## config.mk

```make
export PLATFORM = sky130hd
export DESIGN_NAME = coin_credit_accumulator
export DESIGN_NICKNAME = d
export VERILOG_FILES = /design/src/rtl/coin_credit_accumulator.sv
export SDC_FILE = /design/constraint.sdc
export NUM_CORES = 1
export LEC_CHECK = 0
export BUFFER_PORTS_ARGS = -buffer_cell sky130_fd_sc_hd__clkbuf_2
export CORE_ASPECT_RATIO = 0.8
export CORE_MARGIN = 3
export CORE_UTILIZATION = 50
export DETAILED_ROUTE_END_ITERATION = 8
export GPL_TIMING_DRIVEN = 0
export PLACE_DENSITY = 0.74
export SKIP_CTS_REPAIR_TIMING = 1
export SLEW_MARGIN = 5
export SYNTH_ARGS = -nofsm -noshare
export SYNTH_HDL_FRONTEND = slang
export SYNTH_SLANG_ARGS = --single-unit
```

## constraint.sdc

```tcl
create_clock -name clk -period 7.58 [get_ports clk]
set_input_delay 1.516 -clock clk [delete_from_list [all_inputs] [get_ports clk]]
set_output_delay 1.516 -clock clk [all_outputs]
set_load 0.01 [all_outputs]
```

## src/rtl/coin_credit_accumulator.sv

```systemverilog
// coin_credit_accumulator
//
// Front end of the vending controller. It accepts coin events, keeps the
// running credit shown to the vending FSM as total_coins, rejects coins that
// would exceed MAX_CREDIT, and clears credit when a sale completes. On user
// cancel or inactivity timeout it holds the credit in a refund handshake
// until the payout mechanism acknowledges it.
//
// Ports
//   clk            in   rising-edge clock
//   reset          in   synchronous, active-low reset
//   session_start  in   opens a credit session (IDLE -> COLLECT)
//   coin_valid     in   one-cycle coin event
//   coin_type      in   [1:0] denomination, qualified by coin_valid
//   txn_done       in   sale completed, credit cleared
//   txn_cancel     in   user cancel, starts a refund
//   refund_ack     in   payout mechanism has taken the refund
//   total_coins    out  [6:0] accepted credit
//   coin_accept    out  one-cycle pulse, coin credited
//   coin_reject    out  one-cycle pulse, coin returned to the user
//   refund_valid   out  refund pending
//   refund_amount  out  [6:0] refund value, stable while refund_valid
//   busy           out  high in any state other than IDLE
//
// All outputs are registered.

module coin_credit_accumulator #(
  parameter logic [6:0]  VAL_C0         = 7'd5,
  parameter logic [6:0]  VAL_C1         = 7'd10,
  parameter logic [6:0]  VAL_C2         = 7'd20,
  parameter logic [6:0]  VAL_C3         = 7'd50,
  parameter logic [6:0]  MAX_CREDIT     = 7'd100,
  parameter logic [15:0] TIMEOUT_CYCLES = 16'd1000
) (
  input  logic       clk,
  input  logic       reset,
  input  logic       session_start,
  input  logic       coin_valid,
  input  logic [1:0] coin_type,
  input  logic       txn_done,
  input  logic       txn_cancel,
  input  logic       refund_ack,
  output logic [6:0] total_coins,
  output logic       coin_accept,
  output logic       coin_reject,
  output logic       refund_valid,
  output logic [6:0] refund_amount,
  output logic       busy
);

  localparam logic [1:0] ST_IDLE    = 2'd0;
  localparam logic [1:0] ST_COLLECT = 2'd1;
  localparam logic [1:0] ST_REFUND  = 2'd2;

  logic [1:0]  state_q,         state_d;
  logic [6:0]  total_q,         total_d;
  logic [15:0] timer_q,         timer_d;
  logic        accept_q,        accept_d;
  logic        reject_q,        reject_d;
  logic        refund_valid_q,  refund_valid_d;
  logic [6:0]  refund_amount_q, refund_amount_d;
  logic        busy_q,          busy_d;
  logic [7:0]  sum;
  logic        timeout;

  function automatic logic [6:0] coin_value(input logic [1:0] t);
    case (t)
      2'b00:   coin_value = VAL_C0;
      2'b01:   coin_value = VAL_C1;
      2'b10:   coin_value = VAL_C2;
      default: coin_value = VAL_C3;
    endcase
  endfunction

  // One bit wider than the credit so an overflowing coin is never aliased
  // back into range.
  assign sum     = {1'b0, total_q} + {1'b0, coin_value(coin_type)};
  assign timeout = (timer_q == TIMEOUT_CYCLES - 16'd1);

  always_comb begin
    state_d         = state_q;
    total_d         = total_q;
    timer_d         = timer_q;
    accept_d        = 1'b0;
    reject_d        = 1'b0;
    refund_valid_d  = refund_valid_q;
    refund_amount_d = refund_amount_q;

    case (state_q)
      ST_IDLE: begin
        total_d         = 7'd0;
        refund_valid_d  = 1'b0;
        refund_amount_d = 7'd0;
        reject_d        = coin_valid;
        if (session_start) begin
          state_d = ST_COLLECT;
          timer_d = 16'd0;
        end
      end

      ST_COLLECT: begin
        // A coin coinciding with done/cancel/timeout is never credited.
        if (txn_done) begin
          total_d  = 7'd0;
          state_d  = ST_IDLE;
          reject_d = coin_valid;
        end else if (txn_cancel || timeout) begin
          state_d         = ST_REFUND;
          refund_valid_d  = 1'b1;
          refund_amount_d = total_q;
          reject_d        = coin_valid;
        end else if (coin_valid) begin
          if (sum <= {1'b0, MAX_CREDIT}) begin
            total_d  = sum[6:0];
            accept_d = 1'b1;
            timer_d  = 16'd0;
          end else begin
            // Rejected coin does not count as activity nor as idle time.
            reject_d = 1'b1;
          end
        end else if (timer_q != 16'hFFFF) begin
          timer_d = timer_q + 16'd1;
        end
      end

      ST_REFUND: begin
        refund_valid_d = 1'b1;
        reject_d       = coin_valid;
        if (refund_ack) begin
          total_d         = 7'd0;
          refund_valid_d  = 1'b0;
          refund_amount_d = 7'd0;
          state_d         = ST_IDLE;
        end
      end

      default: begin
        state_d         = ST_IDLE;
        total_d         = 7'd0;
        timer_d         = 16'd0;
        refund_valid_d  = 1'b0;
        refund_amount_d = 7'd0;
      end
    endcase

    busy_d = (state_d != ST_IDLE);
  end

  always_ff @(posedge clk) begin
    if (!reset) begin
      state_q         <= ST_IDLE;
      total_q         <= 7'd0;
      timer_q         <= 16'd0;
      accept_q        <= 1'b0;
      reject_q        <= 1'b0;
      refund_valid_q  <= 1'b0;
      refund_amount_q <= 7'd0;
      busy_q          <= 1'b0;
    end else begin
      state_q         <= state_d;
      total_q         <= total_d;
      timer_q         <= timer_d;
      accept_q        <= accept_d;
      reject_q        <= reject_d;
      refund_valid_q  <= refund_valid_d;
      refund_amount_q <= refund_amount_d;
      busy_q          <= busy_d;
    end
  end

  assign total_coins   = total_q;
  assign coin_accept   = accept_q;
  assign coin_reject   = reject_q;
  assign refund_valid  = refund_valid_q;
  assign refund_amount = refund_amount_q;
  assign busy          = busy_q;

endmodule

```

==> results.tsv <==
metric	value	unit
slowest library cell on the worst path	o31ai_1	
critical path type	input pin to flip-flop	
Final ANT Viol Nets	0	
H-tree depth	2	
run status	finished, final reports clean	
Pre-antenna DRT Iters	4	
clock tree root driver cell	clkbuf_8	
Die Area	5410	sq um
min cycle time layout	3990	ps
Final Net Count	321	
period utilization	52.6	%
initial antenna violation count	0	
Core Rows	21	
DRT iter0 DRCs	144	
Seq cells post-synth	36	
gr ovfl total	0	
Relative slew margins	52.5	%
first-pass GRT wire length	9230	um
Total Routing Usage GR	22.0	%
Startpoint Class	input pin	
vias in the first global route	1939	
DR vias	2105	
CTS Sinks	36	
Worst Skew	3.43	ps
Req. time, crit path	7770	ps
final setup violation count	0	
Critical Path AT	4180	ps
CP Max Fanout	10	
Worst Tran Pin Value	706	ps
Design Power	0.369	mW
Max Freq	0.251	GHz
Post-Syn Instances	267	
Setup crit end kind	flip-flop	
Power Density	144	nW/um^2
type of the most critical hold path	flip-flop to flip-flop	
Fin. Hold Viols	0	
final WL	5400	um
Die H	66.4	um
Antenna Diode Count	0	
port buffer count	26	
dominant synthesized flop cell	dfxtp_1	
syn_area_per_cell	8.54	sq um
Final TNS setup	0	ps
DRC	0	
Worst-path clk slew	70	ps
Final GP Congestion	0.862	
Vias/cell	5.90	
crit-path cells	clkbuf_2 > nor2_1 > ha_1 > fa_1 > a211oi_1 > or2_2 > a221oi_1 > o31ai_1 > buf_2 > o2111ai_1 > o311ai_1	
cts bufs inserted	5	
worst vdd ir	0.113	mV
Post-synth EDFFs	0	
Longest Clk Path Bufs	2	
sequential element share of the synthesized area	31.6	%
Die Span X	81.5	um
Core Box Area	4280	sq um
share of cells above drive strength 1	15.7	%
RSZ-0062 raised after global routing	false	
I/O Pins	27	
P&R area growth vs syn	12.2	%
Final Max Tran Viols	0	
CTS tree	yes	
slowest stage delay, CP	640	ps
synthesized net count	288	
post-synthesis cell type count	55	
largest net degree at the start of global routing	11	
yosys warns	0	
dpl hpwl	4060	um
clk_lat worst skew	290	ps
Async SR Flop Fraction	0	%
Syn Std Cell Area	2280	sq um
Inst Count DP	350	
max cap viols	0	
DR WL/cell	15.1	um
initial core utilization	53.3	%
Static Leak	1.08	nW
non-filler cells, final	357	
## synthesized netlist by cell type, types with 2 or more instances
library cell / count / area [sq um]
or2_2: 3 / 18.8
nand4_1: 6 / 37.5
a211oi_1: 4 / 30.0
buf_2: 2 / 10.0
a21o_1: 4 / 30.0
and2_1: 11 / 68.8
nor2b_1: 16 / 100
dfxtp_1: 36 / 721
o21ai_0: 3 / 15.0
nor3b_1: 3 / 22.5
o21ai_2: 2 / 17.5
o311ai_1: 2 / 17.5
nand2_1: 20 / 75.1
mux2i_1: 14 / 140
nand3_1: 28 / 140
or4_1: 3 / 22.5
ha_1: 11 / 138
inv_1: 6 / 22.5
nand2b_1: 4 / 25.0
clkbuf_1: 8 / 30.0
o2111ai_1: 12 / 105
nand3b_1: 2 / 15.0
o211ai_1: 2 / 15.0
o41ai_1: 2 / 17.5
and3_1: 5 / 31.3
o31ai_1: 3 / 22.5
a21oi_1: 2 / 10.0
buf_4: 2 / 15.0
nor2_1: 14 / 52.6
nor3_1: 4 / 20.0
o21bai_1: 3 / 22.5
or3_1: 7 / 43.8
## path summary, 6_finish.rpt
path / cells past startpoint / slack [ps] / endpoint / start
max: 11 / 3590 / timer_q[15] / coin_type[1]
min: 1 / 510 / timer_q[1] / timer_q[1]
max reg2reg: 9 / 4620 / timer_q[15] / total_coins[0]
min reg2reg: 1 / 510 / timer_q[1] / timer_q[1]
## cell families (layout without fill, tap and decap cells)
kind of cell	after synthesis	count (layout)	share of synthesized area [%]
DFF	36	36	31.6
xor gates and xnor gates	1	1	0.384
AOI/OAI and AO/OA	51	51	18.1
buffers and inverters	18	51	3.40
adders and majority gates	12	12	6.91
and+or+nand+nor	134	134	33.0
muxes	15	15	6.64
## where the power goes
| group | internal, mW | leakage (nW) | total [mW] | switching (mW) |
|---|---|---|---|---|
| logic | 0.0180 | 0.747 | 0.0471 | 0.0291 |
| clock network | 0.0625 | 0.0410 | 0.129 | 0.0665 |
| registers | 0.191 | 0.291 | 0.192 | 0.00140 |
## worst max-delay path: cells and delay by family
kind,cells,cell delay [ps]
AND/OR/NAND/NOR,2,260
AO/OA/AOI/OAI,5,1320
buffers and inverters,2,470
adder cells (fa/ha/maj),2,610
## state kept, by name (all words and copies together) (netlist names)
register and cells:
coin_accept 1, state_q 2, total_coins 7, coin_reject 1, timer_q 16, busy 1, refund_valid 1, refund_amount 7
## through the flow
step           hold WS, ps  worst slack, ps  area [sq um]  util (%)
4_1_cts                505             3620          2560      59.8
3_5_place_dp           496             3320          2480      58.0
6_report               506             3590          2560      59.8
5_1_grt                518             3380          2560      59.8
3_3_place_gp           487             3360          2480      58.0
2_1_floorplan          476             3850          2280         -
## routing by layer
metal | global-route usage (%) | vias to the layer above | part of all wire, %
li1 | - | 1073 | -
met1 | 33.6 | 981 | 54
met2 | 29.4 | 42 | 40
met3 | 4.90 | 9 | 3.9
met4 | 7.38 | 0 | 1.3
met5 | 0 | - | 0
## area by class of cell
cell class	instances	area [sq um]
plain buffers	12	55.1
clock buffers	6	72.6
clock inverters	1	5.00
fillers	379	1720
inverters	6	22.5
multi-input cells	213	1480
flip-flops and latches	36	721
well taps	57	71.3
repair buffers	26	130
## cells in the final DEF (no fill, tap or decap), drive strengths merged, types with 2 or more instances in the layout
master    n
and2     11
and3      5
nand3    28
o21bai    3
nand3b    2
nand4     6
or2       4
dfxtp    36
a21o      4
nor2b    16
a211oi    4
clkbuf   40
inv       6
o2111ai  12
nand2    20
o21ai     6
o211ai    2
ha       11
mux2i    14
buf       4
o311ai    3
nand2b    4
or3       7
o41ai     2
or4       3
o31ai     3
a21oi     3
nor3b     3
nor2     15
nor3      4
No activity file was read; power rests on OpenSTA's default activity.
